## src/rtl/decoder_scan.sv

```systemverilog
// decoder_scan: registered, parametrised select decoder with hardware auto-scan.
//
// Converts a SEL_W-bit index into either a code word (index + 1, zero-extended)
// or a one-hot word. It can also step the index through all 2^SEL_W positions,
// holding each one for a programmable number of cycles.
//
// Ports:
//   clk    in   clock, all state changes on the rising edge
//   rst_n  in   asynchronous active-low reset
//   en     in   block enable; 0 drives enout to zero on the next edge
//   d      in   select index in direct modes, start index on scan entry
//   mode   in   00 direct code, 01 direct one-hot, 10 scan one-hot, 11 scan code
//   dwell  in   cycles each index is held while scanning (0 behaves as 1)
//   enout  out  registered decoded output
//   idx    out  registered current index
//   wrap   out  one-cycle pulse on the first cycle of index 0 after index N-1
module decoder_scan #(
    parameter int unsigned SEL_W   = 3,
    parameter int unsigned DWELL_W = 16,
    localparam int unsigned OUT_W  = 1 << SEL_W
) (
    input  logic               clk,
    input  logic               rst_n,
    input  logic               en,
    input  logic [SEL_W-1:0]   d,
    input  logic [1:0]         mode,
    input  logic [DWELL_W-1:0] dwell,
    output logic [OUT_W-1:0]   enout,
    output logic [SEL_W-1:0]   idx,
    output logic               wrap
);

    typedef enum logic [1:0] {
        StIdle,
        StDirect,
        StScan
    } state_e;

    state_e             state_q, state_d;
    logic [OUT_W-1:0]   enout_q, enout_d;
    logic [SEL_W-1:0]   idx_q, idx_d;
    logic [DWELL_W-1:0] cnt_q, cnt_d;
    logic               wrap_q, wrap_d;

    logic               onehot;
    logic [DWELL_W-1:0] dwell_last;
    logic [SEL_W-1:0]   idx_inc;

    // Code width: i + 1 <= 2^SEL_W always fits in OUT_W bits for SEL_W >= 1.
    function automatic logic [OUT_W-1:0] enc(input logic [SEL_W-1:0] i, input logic oh);
        logic [OUT_W-1:0] r;
        if (oh) begin
            r = OUT_W'(1) << i;
        end else begin
            r = OUT_W'(i) + OUT_W'(1);
        end
        return r;
    endfunction

    // mode[0] selects one-hot in direct modes but code in scan modes.
    assign onehot     = mode[1] ? ~mode[0] : mode[0];
    // Last count value of a dwell period; dwell of 0 is treated as 1.
    assign dwell_last = (dwell == '0) ? '0 : dwell - DWELL_W'(1);
    assign idx_inc    = idx_q + SEL_W'(1);

    always_comb begin
        state_d = StIdle;
        enout_d = '0;
        idx_d   = idx_q;
        cnt_d   = '0;
        wrap_d  = 1'b0;

        if (!en) begin
            state_d = StIdle;
        end else if (!mode[1]) begin
            state_d = StDirect;
            idx_d   = d;
            enout_d = enc(d, onehot);
        end else begin
            state_d = StScan;
            if (state_q != StScan) begin
                // Entry: start from d with a fresh dwell period.
                idx_d   = d;
                enout_d = enc(d, onehot);
            end else if (cnt_q >= dwell_last) begin
                // >= so that shrinking dwell below cnt advances immediately.
                idx_d   = idx_inc;
                enout_d = enc(idx_inc, onehot);
                wrap_d  = &idx_q;
            end else begin
                cnt_d   = cnt_q + DWELL_W'(1);
                enout_d = enc(idx_q, onehot);
            end
        end
    end

    always_ff @(posedge clk or negedge rst_n) begin
        if (!rst_n) begin
            state_q <= StIdle;
            enout_q <= '0;
            idx_q   <= '0;
            cnt_q   <= '0;
            wrap_q  <= 1'b0;
        end else begin
            state_q <= state_d;
            enout_q <= enout_d;
            idx_q   <= idx_d;
            cnt_q   <= cnt_d;
            wrap_q  <= wrap_d;
        end
    end

    assign enout = enout_q;
    assign idx   = idx_q;
    assign wrap  = wrap_q;

endmodule

```

## config.mk

```make
export PLATFORM = sky130hd
export DESIGN_NAME = decoder_scan
export DESIGN_NICKNAME = d
export VERILOG_FILES = /design/src/rtl/decoder_scan.sv
export SDC_FILE = /design/constraint.sdc
export NUM_CORES = 1
export LEC_CHECK = 0
export BUFFER_PORTS_ARGS = -buffer_cell sky130_fd_sc_hd__clkbuf_2
export CAP_MARGIN = 20
export CORE_ASPECT_RATIO = 1.4
export CORE_UTILIZATION = 58
export CTS_CLUSTER_DIAMETER = 80
export DETAILED_ROUTE_END_ITERATION = 8
export PLACE_DENSITY = 0.89
export SYNTH_ARGS = -nofsm -noshare
export SYNTH_HDL_FRONTEND = slang
export SYNTH_SLANG_ARGS = --single-unit
```

## constraint.sdc

```tcl
create_clock -name clk -period 2.5 [get_ports clk]
set_clock_uncertainty 0.05 [all_clocks]
set_input_delay 0.5 -clock clk [delete_from_list [all_inputs] [get_ports clk]]
set_output_delay 0.5 -clock clk [all_outputs]
set_load 0.02 [all_outputs]
```

# Word level (Yosys, flattened, before mapping)
# Cells that the tools add are included.
# Widths: inputs -> output; s select.
[totals]
reg_bits = 30
in_bits = 24
output_inout_bits = 12
wordCells = 43
[op_classes]
addsub = 6
n_lt_le_gt_ge = 1
eq_ne = 2
n_shift = 3
muxes = 22
bitwise_logic = 1
reduce_logical = 3
[ops]
columns = ["cell", "n"]
rows = [
  ["$mux 16", 5],
  ["$mux 8", 7],
  ["$shl 1x3->8 const A", 3],
  ["$add 16x1->16 const B", 1],
  ["$ge 16x16->1", 1],
  ["$logic_not 16->1", 1],
  ["$sub 16x1->16 const B", 1],
  ["$add 3x1->4 const B", 3],
  ["$mux 3", 3],
  ["$mux 1", 5],
  ["$mux 2", 2],
  ["$add 3x1->3 const B", 1],
  ["$ne 3x1->1 const B", 1],
  ["$reduce_and 3->1", 1],
  ["$ne 2x2->1 const B", 1],
  ["$reduce_and 2->1", 1],
  ["$not 1->1", 1],
]

# Longest topological paths before layout
# Gate-level depths: netlist (run 1).
[depth]
ltp_word = 7
mapped_depth = 15
ltp_nobuf = 13

# Worst setup path before layout (run 1)
# OpenSTA, ideal clock, no wires.
[synth_timing]
kind = "in2reg"
start = "in dwell[5]"
end = "reg cnt_q[10]"
arrival_ns = 3.513
required_time_ns = 2.329
setup_slack_ns = -1.184
path_stages = 14
path_buffers = 2
path_cell_list = "or4_4 nor4_4 nand2_2 or4_4 nor3_2 a21oi_1 ha_1 and4_1 nand2_1 o21ai_1 nand2b_1 clkbuf_1 buf_2 nor2_1"
[synth_between]
elab_chain_cells = 7
elab_cells_between_ends = 8
classes_between = "add/sub (1); order compare (1); mux (5); reduce/logical (1)"
[synth_rtl]
columns = ["item", "line", "rtl"]
rows = [
  ["start: declaration", "27", "input logic [DWELL_W-1:0] dwell,"],
  ["$sub 16x1->16 / $logic_not 16->1 (equally long branches)", "63", "assign dwell_last = (dwell == '0) ? '0 : dwell - DWELL_W'(1);"],
  ["$mux 16 *", "63", ""],
  ["$ge 16x16->1 *", "85", "end else if (cnt_q >= dwell_last) begin"],
  ["$mux 16 *", "85", ""],
  ["$mux 16 *", "81", "if (state_q != StScan) begin"],
  ["$mux 16 *", "75", "end else if (!mode[1]) begin"],
  ["$mux 16 *", "73", "if (!en) begin"],
  ["named net cnt_d[10]", "42", "logic [DWELL_W-1:0] cnt_q, cnt_d;"],
  ["end signal: assignment", "108", "cnt_q <= cnt_d;"],
  ["end: declaration", "42", ""],
]
# Mark *: on every way through the listed nets, which the timed path passes. The rest lies on a longest branch.
# A chain may end at the register's enable or synchronous reset.

# Worst setup path after layout (run 1)
[layout_timing]
start = "in dwell[5]"
end = "reg idx_q[1], in the netlist idx[1]"
[layout_between]
elab_chain_cells = 5
elab_cells_between_ends = 6
classes_between = "add/sub (1); order compare (1); eq/ne (1); mux (1); reduce/logical (2)"
[layout_rtl]
columns = ["item", "line", "rtl"]
rows = [
  ["$sub 16x1->16 / $logic_not 16->1 (equally long branches)", "63", ""],
  ["$mux 16 *", "63", ""],
  ["$ge 16x16->1 *", "85", ""],
  ["$ne 3x1->1 (no source line) *", "-", ""],
  ["$reduce_and 2->1 (no source line) *", "-", ""],
  ["end signal: assignment", "107", "idx_q <= idx_d;"],
  ["end: declaration", "41", "logic [SEL_W-1:0] idx_q, idx_d;"],
]
# Every way passes the cells marked *; elsewhere a longest branch is shown, timed or not.

==> flow_metrics.py, run 1 <==
metrics = {
    "clock_tree": {
        "cts_tree": "built",
        "clock_latency_ns": 0.29,
        "clkTransAtPathRegs_ns": 0.06,
        "clock_path_buffers": 2,
        "clock_sinks": 30,
        "ctsRootBufferMaster": "clkbuf_8",
        "htreeDepth": 2,
        "cts_buffers": 5,
    },
    "power_and_ir_drop": {
        "internal-power_w": 0.000902,
        "leakagePower_nw": 1.53,
        "power_frac_comb_pct": 23.6,
        "power_frac_clock_pct": 36.4,
        "ir_worst_vdd_uv": 409,
        "p_sw_w": 0.000383,
        "seqPwrFrac_pct": 39.9,
        "p_sw_share_pct": 29.8,
        "power_density_nw_per_um2": 406,
    },
    "sta": {
        "maxSlewViolCount": 0,
        "worst_slack_ns": -0.970,
        "hold_viol_final": 0,
        "setup_viol": 28,
        "finalCritPeriodShare_pct": 139,
        "rsz0062_at_grt": "true",
        "worstMarginPinSlew_ns": 0.738,
        "fin_crit_ns": 3.47,
        "max_freq_ghz": 0.288,
        "slew_headroom_pct": 50.8,
    },
    "floorplan": {
        "start_util_pct": 61.2,
        "core_sq_um": 3990,
        "num_rows": 27,
        "floorplan.die.width_microns": 56.8,
        "dieArea_sq_um": 4470,
        "ios": 36,
        "die_height_microns": 78.7,
    },
    "synthesis": {
        "yosysTopAreaCell": "dfrtp_1",
        "ys_warn_count": 0,
        "syn_inst": 282,
        "syn-num-nets": 339,
        "yosys-top-cells-area": "dfrtp_1 31%, ha_1 17%, xor2_1 6.5%, nand2_1 5.1%, nor2_1 4.6%",
        "postSynthAreaPerCell_sq_um": 8.65,
        "synth_edf_count": 0,
        "synthArstFlopShare_pct": 100,
        "synth.yosys.seq_area_share_pct": 30.8,
        "ys_seq_elements": 30,
        "syn-cell-area_sq_um": 2440,
        "synth_top_area_share_pct": 30.8,
        "yosysUniqueCellTypes": 43,
        "synth_common_cells": "33 x ha_1, 33 x nand2_1, 30 x dfrtp_1, 30 x nor2_1, 21 x nand3_1",
        "synthFlopType": "dfrtp_1",
    },
    "route": {
        "routed_wl_mm": 7.10,
        "dr.pass1.iters": 7,
        "antenna_left": 0,
        "first_iter_violations": 104,
        "drcViolationCount": 8,
        "via_count": 2483,
        "wl_per_cell_microns": 17.9,
        "viasPerCell": 6.25,
    },
    "final_layout": {
        "final_nets": 410,
        "drive_above_1_share_pct": 30.2,
        "finalNonFillerCells": 397,
        "area_delta_synth_final_pct": 29.8,
        "n_antenna_cell": 0,
        "utilization_pct": 79.4,
    },
    "critical_path": {
        "reg2reg_depth": 7,
        "slowest_delay_ns": 0.55,
        "start_kind": "input pin",
        "path_cells": "buf_6, or4_4, nor4_4, nand2_2, or4_4, a21oi_2, ha_4, a21oi_2, nand2_2, a221oi_4, o21ai_4, o21ai_1, a221o_1",
        "worst-path-buf-inv": 1,
        "rr_startpoint": "cnt_q[2]",
        "r2r_slack_ns": 0.21,
        "cp-end-kind": "flop",
        "cp_data_required_time_ns": 2.67,
        "crit_path_max_fanout": 5,
        "cpLargestDelayFamily": "simple AND/OR/NAND/NOR gates",
        "arrival_ns": 3.64,
        "worstReg2RegEnd": "idx[1]",
        "crit_type": "input pin to flop",
        "crit_path_top_delay_cell": "or4_4",
    },
    "flow_run": {
        "maxCapViolations": 0,
    },
    "status": {
        "status": "complete, but fails checks",
        "violations": "design-rule violations, negative setup slack",
    },
    "grt": {
        "grt_pass1_wl_mm": 10.4,
        "antenna_found_initial": 0,
        "grt_max_degree": 31,
        "grt_pass1_vias": 2483,
        "grt_use_total_pct": 30.0,
        "grt.overflow.total": 0,
    },
    "place": {
        "io_buffer_count": 35,
        "dp_hpwl_mm": 4.66,
        "routabilityCongestion": 0.916,
        "placed_cells": 384,
    },
    "hold_path": {
        "hold_path_class": "input pin to async pin",
    },
}
[sequential cells by signal, indices dropped and copies added (netlist names)]
register,count
enout,8
cnt_q,16
wrap,1
idx,3
state_q,2
[per-stage QoR]
step	power, W	setup TNS, ns	hold slack, ns	worst slack [ns]	area (sq um)
6_report	0.00129	-24.48	0.216	-0.970	3170
5_1_grt	0.00133	-30.05	0.269	-1.16	3170
4_1_cts	0.00126	-24.24	0.232	-0.925	3060
3_5_place_dp	0.000795	-33.33	0.453	-1.32	2910
3_3_place_gp	0.000784	-29.36	0.449	-1.15	2910
2_1_floorplan	0.000670	-26.17	0.154	-1.01	2490
[layout by cell type, fill, tap and decap left out, types with 3 or more instances in the layout]
master    count
ha_1         32
nor2_1       30
o21ai_0       4
a221o_1       3
dfrtp_1      30
nor4_1        3
nand3b_1      3
clkbuf_8      8
a21oi_2       3
o211ai_1      4
nand2_1      32
clkbuf_2     34
xor2_1       18
nor3_1        4
a31oi_1       3
nand2b_1      4
xnor2_1       8
nand3_1      18
inv_1        12
and3_1        8
mux2i_1       4
buf_4        35
nor2b_1       3
a21oi_1       9
nand3_2       3
[per-layer routing]
| metal | routed length (microns) | global-route usage [%] | vias to the layer above |
|---|---|---|---|
| met5 | 0 | 0 | - |
| met4 | 380 | 20.5 | 0 |
| met3 | 368 | 3.91 | 41 |
| met2 | 3920 | 58.3 | 147 |
| met1 | 2430 | 28.4 | 1154 |
| li1 | - | - | 1141 |
[how the worst max path moves through the flow]
stage	cells past startpoint	from	slack, ns	to
3_5_place_dp	14	dwell[5]	-1.32	idx[1]
6_report	13	dwell[5]	-0.97	idx[1]
2_1_floorplan	15	dwell[5]	-1.01	cnt_q[10]
5_1_grt	14	dwell[5]	-1.16	idx[1]
4_1_cts	14	dwell[5]	-0.92	idx[1]
3_3_place_gp	14	dwell[5]	-1.15	enout[1]
[power by group through the flow]
stage / Combinational, W / Sequential, W / Clock, W
after floorplan: 0.000137 / 0.000533 / 0
after global placement: 0.000265 / 0.000520 / 0
after detailed placement: 0.000275 / 0.000520 / 0
after CTS: 0.000280 / 0.000512 / 0.000464
after global routing: 0.000325 / 0.000515 / 0.000488
final: 0.000304 / 0.000513 / 0.000468
[final cells by class]
type                    count  area [sq um]
fillers                   264           820
well taps                  43          53.8
inverters                  12          45.0
multi-input cells         233          1750
clock buffers               8           110
repair buffers             71           455
flip-flops and latches     30           751
[kinds of logic (layout without fill, tap and decap cells)]
family	after synthesis	after routing	share of synthesized area [%]
AOI/OAI and AO/OA	40	41	10.6
xor gates and xnor gates	26	26	9.33
adders and majority gates	33	33	16.9
buffers and inverters	20	91	3.13
DFF	30	30	30.8
muxes	5	5	2.10
and+or+nand+nor	128	128	27.2
[repair_timing]
action / 4_1_cts / 5_1_grt
cloned: 1 / 0
resized for setup: 5 / 19
endpoints found under the setup margin: 28 / 28
setup buffers: 3 / 1
hold buffers: 0 / 0
pin swaps: 0 / 3
[worst reg2reg max path, cell delays in order (launching register included)]
cell,delay (ns)
dfrtp_1,0.45
ha_1,0.35
a211oi_1,0.21
o21ai_0,0.14
a21oi_2,0.36
o21ai_4,0.15
o21ai_1,0.30
a221o_1,0.21
(Power assumes the default switching activity.)
==> run 2: changes to the inputs <==
CORE_UTILIZATION = 30   (was 58)
PLACE_DENSITY = 0.55   (was 0.89)
==> flow_metrics.py, run 2 (same netlist as run 1, synthesis figures left out) <==
metrics = {
    "status": {
        "status": "complete, but fails checks",
        "violations": "negative setup slack",
    },
    "grt": {
        "grt_pass1_vias": 2248,
        "antenna_found_initial": 0,
        "grt.overflow.total": 0,
        "grt_use_total_pct": 15.2,
        "grt_pass1_wl_mm": 10.1,
        "grt_max_degree": 31,
    },
    "sta": {
        "setup_viol": 28,
        "fin_crit_ns": 3.40,
        "max_freq_ghz": 0.294,
        "rsz0062_at_grt": "true",
        "worst_slack_ns": -0.904,
        "slew_headroom_pct": 50.5,
        "worstMarginPinSlew_ns": 0.743,
        "maxSlewViolCount": 0,
        "hold_viol_final": 0,
        "finalCritPeriodShare_pct": 136,
    },
    "clock_tree": {
        "htreeDepth": 2,
        "clock_sinks": 30,
        "cts_buffers": 5,
        "clock_path_buffers": 2,
        "cts_tree": "built",
        "clkTransAtPathRegs_ns": 0.06,
        "clock_latency_ns": 0.28,
        "ctsRootBufferMaster": "clkbuf_8",
        "cts_hold_buf": 0,
    },
    "critical_path": {
        "reg2reg_depth": 8,
        "crit_type": "input pin to flop",
        "slowest_delay_ns": 0.55,
        "cpLargestDelayFamily": "simple AND/OR/NAND/NOR gates",
        "cp-end-kind": "flop",
        "cp_data_required_time_ns": 2.60,
        "worst-path-stages": 15,
        "path_cells": "buf_6, or4_4, nor4_4, nand2_2, or4_4, nor3_2, a21oi_1, ha_1, a21oi_1, nand2_1, a221oi_4, o21ai_4, buf_6, mux2i_2, o22ai_1",
        "start_kind": "input pin",
        "crit_path_max_fanout": 5,
        "worst-path-buf-inv": 2,
        "arrival_ns": 3.50,
        "crit_path_top_delay_cell": "or4_4",
    },
    "route": {
        "via_count": 2294,
        "viasPerCell": 5.02,
        "antenna_left": 0,
        "first_iter_violations": 72,
        "wl_per_cell_microns": 13.5,
        "routed_wl_mm": 6.19,
        "dr.pass1.iters": 4,
        "drcViolationCount": 0,
    },
    "floorplan": {
        "die_height_microns": 109,
        "core_sq_um": 7800,
        "num_rows": 38,
        "ios": 36,
        "start_util_pct": 31.3,
        "dieArea_sq_um": 8500,
        "floorplan.die.width_microns": 78.2,
    },
    "final_layout": {
        "nFillCells": 810,
        "multiInputGateArea_sq_um": 1720,
        "area_delta_synth_final_pct": 31.3,
        "seq_area_sq_um": 751,
        "largest_reg_flops": 16,
        "utilization_pct": 41.1,
        "drive_above_1_share_pct": 29.4,
        "final_common_cell": "buf_4",
        "largest_register": "cnt_q",
        "n_antenna_cell": 0,
        "layout_common_cells": "36 x buf_4, 34 x clkbuf_2, 33 x ha_1, 32 x nand2_1, 30 x dfrtp_1",
        "final_nets": 413,
    },
    "power_and_ir_drop": {
        "leakagePower_nw": 1.54,
        "ir_worst_vdd_uv": 213,
        "power_density_nw_per_um2": 376,
    },
    "flow_run": {
        "maxCapViolations": 0,
    },
    "place": {
        "io_buffer_count": 35,
        "routabilityCongestion": 0.934,
        "dp_hpwl_mm": 4.69,
        "post-place-ws_ns": -1.26,
    },
    "hold_path": {
        "hold_path_class": "input pin to async pin",
    },
}
[run 2: per-stage QoR]
stage                     hold WS (ns)  setup TNS, ns  std cells  power, W  instance area (sq um)
after floorplan                  0.154         -26.17        282  0.000670                   2490
after global placement           0.462         -32.97        443  0.000801                   2990
after detailed placement         0.457         -33.71        443  0.000802                   2990
after CTS                        0.253         -25.04        454   0.00121                   3140
after global routing             0.289         -28.97        457   0.00128                   3200
final                            0.224         -24.06        457   0.00121                   3200
[run 2: timing repair]
item	CTS	global route
gates resized for setup	10	9
cloned	1	2
endpoints found under the setup margin	28	28
pin swaps	8	3
setup buffers	2	1
[run 2: final timing paths]
check / startpoint / end / slack [ns]
worst max-delay path: dwell[5] / enout[2] / -0.90
worst min-delay path: rst_n / enout[3] / 0.22
worst max register to register: cnt_q[2] / enout[2] / 0.23
worst min register to register: cnt_q[0] / cnt_q[0] / 0.46
max in group asynchronous: rst_n / cnt_q[15] / 1.70
min in group clk: mode[1] / state_q[0] / 0.44
[run 2: layout make-up]
cell class,instances,share of cell area (%)
clock buffers,7,2.70
clock inverters,1,0.156
inverters,12,1.41
multi-input cells,234,53.6
flip-flops and latches,30,23.4
well taps,100,3.91
repair buffers,73,14.8
[run 2: layer usage]
layer  vias to the layer above  track usage [%]  wire length, microns  share of wire (%)
met5                         -                0                     0                  0
met4                         0             5.29                   122                2.0
met3                        10             2.43                   223                3.6
met2                        60             28.6                  3230                 52
met1                      1076             17.1                  2610                 42
li1                       1148                -                     -                  -
[run 2: worst reg2reg max path, cell delays in order (launching register included)]
cell	delay (ns)
dfrtp_1	0.43
ha_1	0.33
a211oi_1	0.19
o21ai_0	0.13
a21oi_1	0.42
o21ai_4	0.14
buf_6	0.15
mux2i_2	0.19
o22ai_1	0.10
[run 2: power breakdown]
part	switching [W]	leakage, nW	total (W)	internal (W)
sequential	0.00000661	0.409	0.000505	0.000499
combinational	0.000174	1.08	0.000302	0.000129
clock	0.000176	0.0482	0.000398	0.000222
total	0.000357	1.54	0.00121	0.000849
